`src/rtl/calc_pkg.sv`:
```
// rtl/calc_pkg.sv - shared opcodes, widths, FSM states and result formatting for calc_sequencer
package calc_pkg;

   localparam int OPND_W     = 6;
   localparam int CALC_RES_W = 12;

   typedef enum logic [1:0] {
      OP_ADD = 2'b00,
      OP_SUB = 2'b01,
      OP_MUL = 2'b10,
      OP_DIV = 2'b11
   } op_e;

   typedef enum logic [1:0] {
      ST_IDLE = 2'b00,
      ST_WAIT = 2'b01,
      ST_RESP = 2'b10
   } state_e;

   // Only subtraction is signed; every other result is an unsigned magnitude.
   function automatic logic [CALC_RES_W-1:0] sel_result(
      input op_e         op,
      input logic [6:0]  add,
      input logic [6:0]  sub,
      input logic [11:0] mul,
      input logic [5:0]  div
   );
      logic [CALC_RES_W-1:0] res;
      case (op)
         OP_ADD:  res = {5'b0, add};
         OP_SUB:  res = {{5{sub[6]}}, sub};
         OP_MUL:  res = mul;
         default: res = {6'b0, div};
      endcase
      return res;
   endfunction

endpackage

```
`src/rtl/calc_sequencer_if.sv`:
```
// rtl/calc_sequencer_if.sv - link between the sequencer and the shared combinational calculator
interface calc_sequencer_if;
   logic [5:0]  data1;
   logic [5:0]  data2;
   logic [6:0]  add;
   logic [6:0]  sub;
   logic [11:0] mul;
   logic [5:0]  div;

   modport master (output data1, data2, input add, sub, mul, div);
   modport slave  (input data1, data2, output add, sub, mul, div);
endinterface

```
`src/rtl/rr_arbiter_2.sv`:
```
// rtl/rr_arbiter_2.sv - two-way round-robin arbiter, combinational grant, pointer moves on accept
module rr_arbiter_2 (
   input  logic       i_clk,
   input  logic       i_rst,
   input  logic [1:0] i_req,
   input  logic       i_accept,
   output logic [1:0] o_grant
);

   // r_last holds the index of the requester served most recently.
   logic r_last;

   always_comb begin
      o_grant = i_req;
      if (i_req == 2'b11)
         o_grant = r_last ? 2'b01 : 2'b10;
   end

   always_ff @(posedge i_clk or posedge i_rst) begin
      if (i_rst)
         r_last <= 1'b1;
      else if (i_accept)
         r_last <= o_grant[1];
   end

endmodule

```
`src/rtl/calc_sequencer.sv`:
```
// rtl/calc_sequencer.sv - shares one calculator between two requesters; optional DIV_ZERO_CHECK_EN
module calc_sequencer
   import calc_pkg::*;
#(
   parameter int unsigned SETTLE_CYC = 1,
   parameter int unsigned RES_W      = 12
) (
   input  logic                 i_clk,
   input  logic                 i_rst,
   input  logic                 i_req0_valid,
   output logic                 o_req0_ready,
   input  logic [1:0]           i_req0_op,
   input  logic [OPND_W-1:0]    i_req0_a,
   input  logic [OPND_W-1:0]    i_req0_b,
   input  logic                 i_req1_valid,
   output logic                 o_req1_ready,
   input  logic [1:0]           i_req1_op,
   input  logic [OPND_W-1:0]    i_req1_a,
   input  logic [OPND_W-1:0]    i_req1_b,
   output logic                 o_rsp_valid,
   input  logic                 i_rsp_ready,
   output logic                 o_rsp_id,
   output logic [RES_W-1:0]     o_rsp_data,
   output logic                 o_rsp_err,
   calc_sequencer_if.master     calc
);

   state_e              r_state;
   logic [3:0]          r_cnt;
   op_e                 r_op;
   logic                r_id;
   logic [OPND_W-1:0]   r_data1;
   logic [OPND_W-1:0]   r_data2;
   logic                r_rsp_valid;
   logic                r_rsp_id;
   logic [RES_W-1:0]    r_rsp_data;
   logic                r_rsp_err;

   logic [1:0]          w_grant;
   logic                w_idle;
   logic                w_accept;
   op_e                 w_op;
   logic [OPND_W-1:0]   w_a;
   logic [OPND_W-1:0]   w_b;
   logic                w_div_zero;

   rr_arbiter_2 u_arb (
      .i_clk    (i_clk),
      .i_rst    (i_rst),
      .i_req    ({i_req1_valid, i_req0_valid}),
      .i_accept (w_accept),
      .o_grant  (w_grant)
   );

   // Ready is gated by reset so nothing shows as accepted while the block is held.
   assign w_idle       = (r_state == ST_IDLE) & ~i_rst;
   assign o_req0_ready = w_idle & w_grant[0];
   assign o_req1_ready = w_idle & w_grant[1];
   assign w_accept     = (i_req0_valid & o_req0_ready) | (i_req1_valid & o_req1_ready);

   assign w_op = w_grant[1] ? op_e'(i_req1_op) : op_e'(i_req0_op);
   assign w_a  = w_grant[1] ? i_req1_a : i_req0_a;
   assign w_b  = w_grant[1] ? i_req1_b : i_req0_b;

`ifdef DIV_ZERO_CHECK_EN
   assign w_div_zero = (w_op == OP_DIV) && (w_b == '0);
`else
   assign w_div_zero = 1'b0;
`endif

   always_ff @(posedge i_clk or posedge i_rst) begin
      if (i_rst) begin
         r_state     <= ST_IDLE;
         r_cnt       <= '0;
         r_op        <= OP_ADD;
         r_id        <= 1'b0;
         r_data1     <= '0;
         r_data2     <= '0;
         r_rsp_valid <= 1'b0;
         r_rsp_id    <= 1'b0;
         r_rsp_data  <= '0;
         r_rsp_err   <= 1'b0;
      end else begin
         case (r_state)
            ST_IDLE: begin
               if (w_accept) begin
                  r_op    <= w_op;
                  r_id    <= w_grant[1];
                  r_data1 <= w_a;
                  r_data2 <= w_b;
                  r_cnt   <= 4'(SETTLE_CYC - 1);
                  if (w_div_zero) begin
                     r_rsp_valid <= 1'b1;
                     r_rsp_id    <= w_grant[1];
                     r_rsp_data  <= '0;
                     r_rsp_err   <= 1'b1;
                     r_state     <= ST_RESP;
                  end else begin
                     r_state <= ST_WAIT;
                  end
               end
            end
            ST_WAIT: begin
               if (r_cnt == 4'd0) begin
                  r_rsp_valid <= 1'b1;
                  r_rsp_id    <= r_id;
                  r_rsp_data  <= RES_W'(sel_result(r_op, calc.add, calc.sub, calc.mul, calc.div));
                  r_rsp_err   <= 1'b0;
                  r_state     <= ST_RESP;
               end else begin
                  r_cnt <= r_cnt - 4'd1;
               end
            end
            ST_RESP: begin
               if (i_rsp_ready) begin
                  r_rsp_valid <= 1'b0;
                  r_state     <= ST_IDLE;
               end
            end
            default: r_state <= ST_IDLE;
         endcase
      end
   end

   assign calc.data1  = r_data1;
   assign calc.data2  = r_data2;
   assign o_rsp_valid = r_rsp_valid;
   assign o_rsp_id    = r_rsp_id;
   assign o_rsp_data  = r_rsp_data;
   assign o_rsp_err   = r_rsp_err;

endmodule
```
`src/flat_wrapper.sv`:
```
// flat-port wrapper written by rule: the top's interface ports become plain ports
module calc_sequencer_flat import calc_pkg::*;
#(
   parameter int unsigned SETTLE_CYC = 1,
   parameter int unsigned RES_W      = 12
)
  (i_clk, i_rst, i_req0_valid, o_req0_ready, i_req0_op, i_req0_a, i_req0_b, i_req1_valid, o_req1_ready, i_req1_op, i_req1_a, i_req1_b, o_rsp_valid, i_rsp_ready, o_rsp_id, o_rsp_data, o_rsp_err, calc_data1, calc_data2, calc_add, calc_sub, calc_mul, calc_div);
  calc_sequencer_if calc_i ();
  input  logic i_clk;
  input  logic i_rst;
  input  logic i_req0_valid;
  output logic o_req0_ready;
  input  logic [1:0] i_req0_op;
  input  logic [OPND_W-1:0] i_req0_a;
  input  logic [OPND_W-1:0] i_req0_b;
  input  logic i_req1_valid;
  output logic o_req1_ready;
  input  logic [1:0] i_req1_op;
  input  logic [OPND_W-1:0] i_req1_a;
  input  logic [OPND_W-1:0] i_req1_b;
  output logic o_rsp_valid;
  input  logic i_rsp_ready;
  output logic o_rsp_id;
  output logic [RES_W-1:0] o_rsp_data;
  output logic o_rsp_err;
  output wire logic [$bits(calc_i.data1)-1:0] calc_data1;
  output wire logic [$bits(calc_i.data2)-1:0] calc_data2;
  input wire logic [$bits(calc_i.add)-1:0] calc_add;
  input wire logic [$bits(calc_i.sub)-1:0] calc_sub;
  input wire logic [$bits(calc_i.mul)-1:0] calc_mul;
  input wire logic [$bits(calc_i.div)-1:0] calc_div;
  assign calc_data1 = calc_i.data1;
  assign calc_data2 = calc_i.data2;
  assign calc_i.add = calc_add;
  assign calc_i.sub = calc_sub;
  assign calc_i.mul = calc_mul;
  assign calc_i.div = calc_div;
  calc_sequencer #(.SETTLE_CYC(SETTLE_CYC), .RES_W(RES_W)) u_core (.i_clk(i_clk), .i_rst(i_rst), .i_req0_valid(i_req0_valid), .o_req0_ready(o_req0_ready), .i_req0_op(i_req0_op), .i_req0_a(i_req0_a), .i_req0_b(i_req0_b), .i_req1_valid(i_req1_valid), .o_req1_ready(o_req1_ready), .i_req1_op(i_req1_op), .i_req1_a(i_req1_a), .i_req1_b(i_req1_b), .o_rsp_valid(o_rsp_valid), .i_rsp_ready(i_rsp_ready), .o_rsp_id(o_rsp_id), .o_rsp_data(o_rsp_data), .o_rsp_err(o_rsp_err), .calc(calc_i));
endmodule
```
`config.mk`:
```
export PLATFORM = sky130hd
export DESIGN_NAME = calc_sequencer_flat
export DESIGN_NICKNAME = d
export VERILOG_FILES = /design/src/rtl/calc_pkg.sv /design/src/rtl/calc_sequencer_if.sv /design/src/rtl/rr_arbiter_2.sv /design/src/rtl/calc_sequencer.sv /design/src/flat_wrapper.sv
export SDC_FILE = /design/constraint.sdc
export NUM_CORES = 1
export LEC_CHECK = 0
export BUFFER_PORTS_ARGS = -buffer_cell sky130_fd_sc_hd__buf_2
export CAP_MARGIN = 20
export CORE_ASPECT_RATIO = 1.2
export CORE_UTILIZATION = 38
export DETAILED_ROUTE_END_ITERATION = 10
export PLACE_DENSITY_LB_ADDON = 0.05
export SLEW_MARGIN = 20
export SYNTH_ARGS = -nofsm -noshare
export SYNTH_HDL_FRONTEND = slang
export SYNTH_SLANG_ARGS = --single-unit
```
`constraint.sdc`:
```
create_clock -name i_clk -period 2.66 [get_ports i_clk]
set_input_delay 0.399 -clock i_clk [delete_from_list [all_inputs] [get_ports i_clk]]
set_output_delay 0.399 -clock i_clk [all_outputs]
set_load 0.05 [all_outputs]
```
==> results.sh, run 1 <==
export IMPL_grt_overflow=0
export IMPL_dr_pass1_iters=4
export IMPL_fill_cells=472
export IMPL_max_slew_worst_pin_slew_ns=0.603
export IMPL_maxSlewHeadroom=0.597
export IMPL_antenna_found_initial=0
export IMPL_synth_top_area_frac=0.442
export IMPL_clkTransAtPathRegs_ns=0.07
export IMPL_dp_cells=294
export IMPL_yosysWarnings=0
export IMPL_cts_hold_buffers_added=0
export IMPL_top_layer="met4"
export IMPL_synth_seq_cells=36
export IMPL_clock_sinks=36
export IMPL_drtIter0Drc=29
export IMPL_drive_gt1_frac=0.628
export IMPL_cts_setup_buffers=0
export IMPL_startpoint_type="flop"
export IMPL_initial_core_util=0.398
export IMPL_layout_commonest_cell="buf_2"
export IMPL_die_height_um=81.1
export IMPL_setup_viol_count_final=0
export IMPL_drt_wl_total_um=4290
export IMPL_skew_ns=0.00512
export IMPL_syn_area_mm2=0.00198
export IMPL_worstSkewPairLatency_ns=0.29
export IMPL_grt_pass1_vias=1516
export IMPL_cts_tree="built"
export IMPL_drc_errors=0
export IMPL_coreArea_mm2=0.00497
export IMPL_whs_ns=0.158
export IMPL_io_buffers=92
export IMPL_synth_edf_count=0
export IMPL_routedLengthMet1_um=1650
export IMPL_fin_setup_tns_ns=0
export IMPL_die_area_mm2=0.00551
export IMPL_track_usage=0.167
export IMPL_gp_congestion=0.694
export IMPL_final_min_clock_period_ns=2.08
export IMPL_synthFlopType="dfrtp_1"
export IMPL_fp_dieW_um=67.9
export IMPL_synth_top_area_cell="dfrtp_1"
export IMPL_path_max_fanout=15
export IMPL_fin_cells=302
export IMPL_syn_area_per_cell_um2=13.5
export IMPL_rsz0062_at_grt="no"
export IMPL_p_per_area_mw_per_mm2=1340
export IMPL_async_flop_share=1.00
export IMPL_rows=28
export IMPL_worstPathArrival_ns=1.68
export IMPL_fin_nets=308
export IMPL_worstSetupPathType="reg -> out"
export IMPL_drv_slew=0
export IMPL_crit_required_ns=2.26
export IMPL_vias=1521
export IMPL_boundaryPins=94
export IMPL_fin_util=0.518
export IMPL_grt_max_degree=24
export IMPL_status="completed"
export IMPL_synth_cells=147
export IMPL_drv_cap=0
export IMPL_period_share=0.783
export IMPL_power_uw=3450
export IMPL_grt_pass1_wl_um=6820
export IMPL_area_delta_synth_final_pct=30.1
export IMPL_p_leak_uw=0.00128
export IMPL_final_cell_mix="buf_2, dfrtp_1, mux2_4"
export IMPL_wl_per_cell_um=14.2
export IMPL_ctsResizeCount=0
export IMPL_hold_viol=0
export IMPL_dpl_hpwl_um=3380
export IMPL_cts_path_max_buffers=2
export IMPL_irDropWorstVdd_mv=0.538
export IMPL_hp_class="in -> async"
export IMPL_detail_route_antenna_nets=0
export IMPL_antennaDiodeCount=0
export IMPL_vias_per_cell=5.04
export IMPL_ys_types=39
export IMPL_syn_nets=214
export IMPL_synth_area_top_cells="dfrtp_1, mux2_4, mux2_2"
export IMPL_numCtsBuffers=5
export IMPL_cp_end_kind="output pin"
export IMPL_wl_met3_um=303
export IMPL_fmax_ghz=0.480
export IMPL_root_buffer="clkbuf_8"
export IMPL_route_met2_wl_um=2280
export IMPL_h_tree_depth=2
export IMPL_seq_area_frac_synth=0.455
-- report_power, final --
part           leakage (uW)  switching, uW  internal, uW
clock network     0.0000515            190           236
registers          0.000425            219           831
logic              0.000801           1230           744
total               0.00128           1640          1810
-- cells in the mapped netlist, types with 2 or more instances --
library cell / number
dfrtp_1: 35
mux2_4: 19
mux2_2: 17
a21oi_1: 12
inv_1: 7
a31oi_1: 6
mux4_2: 6
nand2b_1: 4
o21ai_0: 4
buf_2: 3
clkbuf_1: 2
ha_1: 2
nand2_1: 2
nor2b_1: 2
or3_1: 2
-- registers in the layout, indices dropped and copies added, names as in the netlist --
name and flops:
u_core.calc.data1 6, u_core.calc.data2 6, u_core.o_rsp_data 12, u_core.o_rsp_id 1
u_core.o_rsp_valid 1, u_core.r_cnt 4, u_core.r_id 1, u_core.r_op 2
u_core.r_state 2, u_core.u_arb.r_last 1
-- critical path, stage by stage, from the launching register on --
cell	delay (ns)
dfstp_2	0.40
a21boi_4	0.51
and2_1	0.23
buf_2	0.26
-- per-layer routing --
| metal | track usage | up-vias |
|---|---|---|
| met4 | 0.0604 | 0 |
| met3 | 0.0604 | 5 |
| li1 | - | 719 |
| met2 | 0.287 | 50 |
| met5 | 0 | - |
| met1 | 0.187 | 747 |
-- stage by stage --
| stage | setup slack [ns] | area, um^2 |
|---|---|---|
| after CTS | 0.542 | 2580 |
| final | 0.577 | 2580 |
| after floorplan | 0.688 | 1980 |
| after global placement | 0.709 | 2480 |
| after global routing | 0.446 | 2580 |
| after detailed placement | 0.671 | 2480 |
-- layout make-up --
class                           instances  area, um^2  area share
Multi-Input combinational cell         96         992       0.385
Sequential cell                        36         902       0.350
Timing Repair Buffer                   95         483       0.187
Clock buffer                            8         100      0.0388
Tap cell                               60        75.1      0.0291
Inverter                                7        26.3      0.0102
-- path summary, 6_finish.rpt --
path                                      from                    to  slack, ns  depth (start not counted)
setup / recovery           u_core.u_arb.r_last          o_req1_ready       0.58                          3
setup reg to reg           u_core.u_arb.r_last  u_core.calc.data2[3]       0.97                          3
min in group i_clk                 i_rsp_ready     u_core.r_state[1]       0.33                          2
hold reg to reg                    u_core.r_id           u_core.r_id       0.50                          1
max in group asynchronous                i_rst       u_core.r_cnt[2]       1.82                          3
hold / removal                           i_rst  u_core.calc.data1[5]       0.16                          2
-- kinds of logic (layout without fill, tap and decap cells) --
kind of cell,Yosys count,in the layout,share of synthesized area
fa+ha+maj,2,2,0.0126
compound gates,28,28,0.0909
buf+inv,15,110,0.0442
simple gates,21,21,0.0758
flops,36,36,0.455
mux,44,44,0.319
other cells,1,1,0.00189
(Power assumes the default switching activity.)
==> inputs of run 2 (changes only) <==
--- a/config.mk
+++ b/config.mk
@@ -5,6 +5,7 @@
 export SDC_FILE = /design/constraint.sdc
 export NUM_CORES = 1
 export LEC_CHECK = 0
+export ABC_AREA = 1
 export BUFFER_PORTS_ARGS = -buffer_cell sky130_fd_sc_hd__buf_2
 export CAP_MARGIN = 20
 export CORE_ASPECT_RATIO = 1.2
==> constraint.sdc (replaced) <==
create_clock -name i_clk -period 1.97 [get_ports i_clk]
set_input_delay 0.2955 -clock i_clk [delete_from_list [all_inputs] [get_ports i_clk]]
set_output_delay 0.2955 -clock i_clk [all_outputs]
set_load 0.05 [all_outputs]
==> run 2 against run 1 <==
Effect of this change:
- clock skew up 0.0013 ns
- utilization down 0.23 points
- global-route usage about the same
- register-to-register slack worse by 0.49 ns
- combinational power up 29%
- die area up 0.19%
- first-iteration DRC count up 86%
- via count up 23%
==> results.sh, run 2 <==
export IMPL_status="completed"
export IMPL_drtIter0Drc=54
export IMPL_syn_area_per_cell_um2=7.64
export IMPL_startpoint_type="flop"
export IMPL_coreArea_mm2=0.00497
export IMPL_io_buffers=92
export IMPL_drc_errors=0
export IMPL_synth_seq_cells=36
export IMPL_synth_edf_count=0
export IMPL_wl_per_cell_um=10.9
export IMPL_rows=28
export IMPL_cts_path_max_buffers=2
export IMPL_crit_family="flip-flops"
export IMPL_dpl_instance_area_mm2=0.00246
export IMPL_die_height_um=81.2
export IMPL_cpPeakStageDelay_ns=0.53
export IMPL_drv_cap=0
export IMPL_synth_cells=260
export IMPL_fp_dieW_um=68.0
export IMPL_cpMostUsedCell="inv_1"
export IMPL_grt_max_degree=37
export IMPL_layout_commonest_cell="nand2_1"
export IMPL_largest_reg_flops=12
export IMPL_clock_sinks=36
export IMPL_skew_ns=0.00646
export IMPL_seq_area_frac_synth=0.454
export IMPL_antennaDiodeCount=0
export IMPL_switching_power_uw=2310
export IMPL_ys_types=27
export IMPL_detail_route_antenna_nets=0
export IMPL_worstSetupPathType="reg -> out"
export IMPL_synth_area_top_cells="dfrtp_1, nand2_1, nand3_1"
export IMPL_fmax_ghz=0.536
export IMPL_initial_core_util=0.399
export IMPL_cp_cell_sequence="inv_1 > a21boi_4 > nand2_8 > inv_1 > clkbuf_4"
export IMPL_dpl_hpwl_um=3360
export IMPL_worstSkewPairLatency_ns=0.29
export IMPL_synthFlopType="dfrtp_1"
export IMPL_fin_setup_tns_ns=0
export IMPL_track_usage=0.167
export IMPL_synthTopCellsByCount="nand2_1, dfrtp_1, nand3_1, inv_1, nand4_1"
export IMPL_worstPathArrival_ns=1.57
export IMPL_p_seq_frac=0.298
export IMPL_fin_nets=419
export IMPL_setup_viol_count_final=0
export IMPL_dr_pass1_iters=4
export IMPL_netSwitchingFraction=0.531
export IMPL_synth_top_area_frac=0.441
export IMPL_gp_congestion=0.763
export IMPL_critPathBufInv=3
export IMPL_comb_power_share=0.584
export IMPL_period_share=0.946
export IMPL_path_max_fanout=19
export IMPL_final_cell_mix="nand2_1, buf_2, dfrtp_1"
export IMPL_antenna_found_initial=0
export IMPL_grt_overflow=0
export IMPL_p_per_area_mw_per_mm2=1690
export IMPL_synth_top_area_cell="dfrtp_1"
export IMPL_yosysMostFrequentCell="nand2_1"
export IMPL_irDropWorstVdd_mv=0.716
export IMPL_area_delta_synth_final_pct=29.3
export IMPL_drt_wl_total_um=4480
export IMPL_vias_per_cell=4.51
export IMPL_boundaryPins=94
export IMPL_die_area_mm2=0.00552
export IMPL_rsz0062_at_grt="no"
export IMPL_clkPwrFrac=0.118
export IMPL_hp_class="in -> async"
export IMPL_numCtsBuffers=5
export IMPL_crit_required_ns=1.67
export IMPL_grt_pass1_wl_um=6860
export IMPL_async_flop_share=1.00
export IMPL_drv_slew=0
export IMPL_syn_nets=327
export IMPL_cp_end_kind="output pin"
export IMPL_cts_tree="built"
export IMPL_final_min_clock_period_ns=1.86
export IMPL_grt_pass1_vias=1603
export IMPL_vias=1864
export IMPL_p_leak_uw=0.00149
export IMPL_root_buffer="clkbuf_8"
export IMPL_h_tree_depth=2
export IMPL_hold_viol=0
export IMPL_p_int_uw=2030
export IMPL_drive_gt1_frac=0.348
export IMPL_yosysWarnings=0
export IMPL_syn_area_mm2=0.00199
export IMPL_clkTransAtPathRegs_ns=0.07
export IMPL_cp_slowest_cell="dfstp_2"
export IMPL_fin_area_mm2=0.00257
## run 2: cell count changes after synthesis, sizes merged, moves of 6 or more
cell	before	now
inv	7	18
nand4	0	10
mux2	37	0
nand3	1	22
nand2	3	140
a21oi	12	1
a31oi	6	0
mux4	6	0
## run 2: cells by family after synthesis
logic type | after synthesis | share of synthesized area
AO/OA/AOI/OAI | 12 | 0.0428
XOR/XNOR | 2 | 0.00882
adder cells (fa/ha/maj) | 2 | 0.0126
buffers and inverters | 28 | 0.0756
flip-flops | 36 | 0.454
other | 1 | 0.00189
AND/OR/NAND/NOR | 179 | 0.404
## run 2: worst min-delay path, stage by stage
cell	delay [ns]
buf_2	0.13
inv_1	0.05
buf_4	0.39
## run 2: worst paths after layout
check | start | endpoint | slack, ns | cells past startpoint
setup reg to reg | u_core.r_cnt[0] | u_core.o_rsp_id | 0.48 | 7
hold reg to reg | u_core.o_rsp_data[4] | u_core.o_rsp_data[4] | 0.49 | 2
min in group i_clk | i_rsp_ready | u_core.r_state[1] | 0.19 | 2
setup / recovery | u_core.u_arb.r_last | o_req0_ready | 0.11 | 5
max in group asynchronous | i_rst | u_core.u_arb.r_last | 1.47 | 3
hold / removal | i_rst | u_core.r_state[1] | 0.15 | 3
## run 2: repair_timing
item                                    in CTS  in global routing
hold buffers                                 0                  0
hold endpoints to repair                     0                  0
buffers inserted                             0                  0
endpoints found under the setup margin       0                  2
resized for setup                            0                  3
## run 2: power by group through the flow
| stage | clock network [uW] | registers [uW] | logic, uW |
|---|---|---|---|
| 3_3_place_gp | 0 | 1300 | 2550 |
| 3_5_place_dp | 0 | 1300 | 2550 |
| 4_1_cts | 535 | 1290 | 2560 |
| 2_1_floorplan | 0 | 2150 | 1180 |
| 6_report | 512 | 1290 | 2540 |
| 5_1_grt | 570 | 1330 | 2800 |
## run 2: layout make-up
class	instances	area [um^2]
clock buffer	5	68.8
clock inverter	3	18.8
fill	486	2410
inverter	18	67.6
multi-input combinational	196	950
sequential	36	902
tap	60	75.1
timing repair buffer	95	485
## run 2: through the flow
stage,hold slack (ns),utilization,total power (uW),setup WS [ns],instances
floorplan,0.382,-,3330,0.447,260
global placement,0.459,0.495,3850,0.346,405
detailed placement,0.471,0.495,3860,0.336,405
CTS,0.166,0.512,4390,0.00285,413
global route,0.181,0.516,4710,0.00549,413
finish,0.150,0.516,4340,0.106,413
## run 2: metal layers
metal | wire [um] | global-route usage | vias to the layer above
li1 | - | - | 998
met1 | 2040 | 0.189 | 786
met2 | 2030 | 0.291 | 74
met3 | 338 | 0.0492 | 6
met4 | 68 | 0.0625 | 0
met5 | 0 | 0 | -
==> inputs of run 3 (changes only) <==
--- a/config.mk
+++ b/config.mk
@@ -8,11 +8,14 @@
 export ABC_AREA = 1
 export BUFFER_PORTS_ARGS = -buffer_cell sky130_fd_sc_hd__buf_2
 export CAP_MARGIN = 20
+export CELL_PAD_IN_SITES_DETAIL_PLACEMENT = 1
+export CELL_PAD_IN_SITES_GLOBAL_PLACEMENT = 2
 export CORE_ASPECT_RATIO = 1.2
-export CORE_UTILIZATION = 38
+export CORE_UTILIZATION = 21
 export DETAILED_ROUTE_END_ITERATION = 10
 export PLACE_DENSITY_LB_ADDON = 0.05
 export SLEW_MARGIN = 20
 export SYNTH_ARGS = -nofsm -noshare
 export SYNTH_HDL_FRONTEND = slang
+export SYNTH_HIERARCHICAL = 1
 export SYNTH_SLANG_ARGS = --single-unit
==> constraint.sdc (replaced) <==
create_clock -name i_clk -period 1.7 [get_ports i_clk]
set_input_delay 0.255 -clock i_clk [delete_from_list [all_inputs] [get_ports i_clk]]
set_output_delay 0.255 -clock i_clk [all_outputs]
set_load 0.05 [all_outputs]
==> run 3 against run 2 <==
Effect of this change:
- worst hold slack lost 0.044 ns
- clock skew grew 0.0040 ns
- cell area grew 7.9%
- sequential share of layout area shrank 2.6 points
- area after synthesis shrank 0.82%
- worst setup slack lost 0.0067 ns
- highest routed layer unchanged
==> results.sh, run 3 <==
export IMPL_gp_congestion=0.690
export IMPL_worstPathArrival_ns=1.35
export IMPL_setup_slack_ns=0.0988
export IMPL_synth_top_family_by_area="simple AND/OR/NAND/NOR gates"
export IMPL_drt_wl_total_um=6180
export IMPL_crit_start="u_core/u_arb/r_last"
export IMPL_fin_nets=441
export IMPL_syn_nets=337
export IMPL_ff_latch_area_um2=902
export IMPL_cp_slowest_cell="dfstp_2"
export IMPL_reg2reg_depth=8
export IMPL_coreArea_mm2=0.00908
export IMPL_drv_slew=0
export IMPL_initial_core_util=0.217
export IMPL_synthMuxAreaShare=0
export IMPL_dpl_hpwl_um=4770
export IMPL_track_usage=0.135
export IMPL_reg2reg_to="u_core/u_arb/r_last"
export IMPL_clkTransAtPathRegs_ns=0.08
export IMPL_multiInputGateArea_um2=957
export IMPL_ys_types=27
export IMPL_endpoint="o_req1_ready"
export IMPL_skew_ns=0.0104
export IMPL_layout_commonest_cell="nand2_1"
export IMPL_fin_util=0.305
export IMPL_grt_pass1_wl_um=10500
export IMPL_synthTopCellsByCount="nand2_1, dfrtp_1, nand3_1, inv_1, nor2_1"
export IMPL_root_buffer="clkbuf_8"
export IMPL_cts_tree="built"
export IMPL_cts_path_max_buffers=2
export IMPL_largest_reg_flops=12
export IMPL_reg2reg_slack_ns=0.16
export IMPL_synthXorXnorAreaFrac=0
export IMPL_period_share=0.942
export IMPL_worstSkewPairLatency_ns=0.29
export IMPL_async_flop_share=1.00
export IMPL_die_area_mm2=0.00977
export IMPL_irDropWorstVdd_mv=0.504
export IMPL_grt_max_degree=21
export IMPL_drv_cap=0
export IMPL_dpl_instance_area_mm2=0.00259
export IMPL_wl_per_cell_um=12.5
export IMPL_crit_required_ns=1.44
export IMPL_p_seq_frac=0.281
export IMPL_grt_overflow=0
export IMPL_synthFlopType="dfrtp_1"
export IMPL_p_int_uw=2610
export IMPL_final_cell_mix="nand2_1, buf_2, dfrtp_1"
export IMPL_antenna_found_initial=0
export IMPL_setup_viol_count_final=0
export IMPL_die_height_um=108
export IMPL_synth_compound_area_frac=0.0394
export IMPL_switching_power_uw=2810
export IMPL_drc_errors=0
export IMPL_reg2reg_from="u_core/u_arb/r_last"
export IMPL_synth_seq_cells=36
export IMPL_synth_edf_count=0
export IMPL_antennaDiodeCount=0
export IMPL_grt_pass1_vias=2214
export IMPL_dp_slack_ns=0.116
export IMPL_p_per_area_mw_per_mm2=1950
export IMPL_max_slew_worst_pin_slew_ns=0.517
export IMPL_hold_viol=0
export IMPL_rows=38
export IMPL_syn_area_per_cell_um2=7.27
export IMPL_fin_setup_tns_ns=0
export IMPL_fmax_ghz=0.625
export IMPL_fin_area_mm2=0.00277
export IMPL_h_tree_depth=2
export IMPL_drive_gt1_frac=0.343
export IMPL_power_uw=5420
export IMPL_synth_cells=271
export IMPL_comb_power_share=0.580
export IMPL_fp_dieW_um=90.4
export IMPL_p_leak_uw=0.00154
export IMPL_boundaryPins=94
export IMPL_numCtsBuffers=5
export IMPL_io_buffers=92
export IMPL_path_max_fanout=4
export IMPL_syn_area_mm2=0.00197
export IMPL_vias=2036
export IMPL_vias_per_cell=4.10
export IMPL_clock_sinks=36
export IMPL_rsz0062_at_grt="no"
export IMPL_cp_end_kind="output pin"
export IMPL_synth_top_area_cell="dfrtp_1"
export IMPL_synthAdderAreaFrac=0.00635
export IMPL_netSwitchingFraction=0.518
export IMPL_area_delta_synth_final_pct=40.7
export IMPL_hp_class="in -> async"
export IMPL_yosys_area_share_simple=0.431
export IMPL_maxSlewHeadroom=0.655
export IMPL_final_min_clock_period_ns=1.60
export IMPL_cp_cell_sequence="nand2_1 > and2_4 > inv_2 > nor2_2 > buf_4"
export IMPL_cpPeakStageDelay_ns=0.54
export IMPL_seq_area_frac_synth=0.458
export IMPL_clkPwrFrac=0.139
export IMPL_synth_area_top_cells="dfrtp_1, nand2_1, nand3_1"
export IMPL_status="completed"
export IMPL_yosysWarnings=6
export IMPL_fill_cells=1177
export IMPL_startpoint_type="flop"
export IMPL_dr_pass1_iters=4
export IMPL_yosysMostFrequentCell="nand2_1"
export IMPL_worstSetupPathType="reg -> out"
export IMPL_drtIter0Drc=38
export IMPL_detail_route_antenna_nets=0
export IMPL_synth_top_area_frac=0.445
-- run 3: metal layers --
| metal | GRT usage | share of wire | vias up |
|---|---|---|---|
| li1 | - | - | 1056 |
| met5 | 0 | 0 | - |
| met1 | 0.162 | 0.46 | 907 |
| met4 | 0.0484 | 0.012 | 0 |
| met3 | 0.0352 | 0.062 | 5 |
| met2 | 0.233 | 0.47 | 68 |
-- run 3: final cells by class --
| class | instances | share of cell area |
|---|---|---|
| Clock buffer | 6 | 0.0262 |
| Inverter | 17 | 0.0244 |
| Timing Repair Buffer | 107 | 0.212 |
| Sequential cell | 36 | 0.326 |
| Multi-Input combinational cell | 208 | 0.345 |
| Tap cell | 120 | 0.0542 |
| Clock inverter | 2 | 0.0126 |
-- run 3: how the worst min path moves through the flow --
| stage | startpoint | end | cells past startpoint |
|---|---|---|---|
| finish | i_rst | u_core/r_state[0] | 3 |
| CTS | i_rst | u_core/r_state[0] | 3 |
| global placement | i_rst | u_core/calc.data2[3] | 2 |
| detailed placement | i_rst | u_core/calc.data2[3] | 2 |
| floorplan | i_rst | u_core/u_arb/r_last | 1 |
| global route | i_rst | u_core/r_state[0] | 3 |
-- run 3: critical path, delay by kind of cell, from the launching register on --
kind                   cells  cell delay [ns]
DFF                        1             0.54
buffers and inverters      2             0.25
and+or+nand+nor            3             0.26
-- run 3: cell families after synthesis --
family	Yosys count
AOI/OAI and AO/OA	12
adders and majority gates	1
DFF	36
buffers and inverters	27
other	1
and+or+nand+nor	194
-- run 3: per-stage QoR --
stage / hold WS, ns / cells
6_report: 0.106 / 496
4_1_cts: 0.117 / 492
3_3_place_gp: 0.199 / 482
2_1_floorplan: 0.145 / 271
5_1_grt: 0.133 / 496
3_5_place_dp: 0.203 / 482
-- run 3: repair_timing --
action	4_1_cts	5_1_grt
buffers inserted	0	4
setup endpoints to repair	2	4
pin swaps	0	4
hold endpoints to repair	3	0
gates resized for setup	5	4
hold buffers	2	0
-- run 3: power by group through the flow --
stage / Clock (uW) / Sequential (uW) / Combinational [uW]
3_5_place_dp: 0 / 1540 / 3110
6_report: 753 / 1520 / 3140
2_1_floorplan: 0 / 2570 / 1260
5_1_grt: 824 / 1590 / 3440
3_3_place_gp: 0 / 1530 / 3100
4_1_cts: 791 / 1530 / 3140
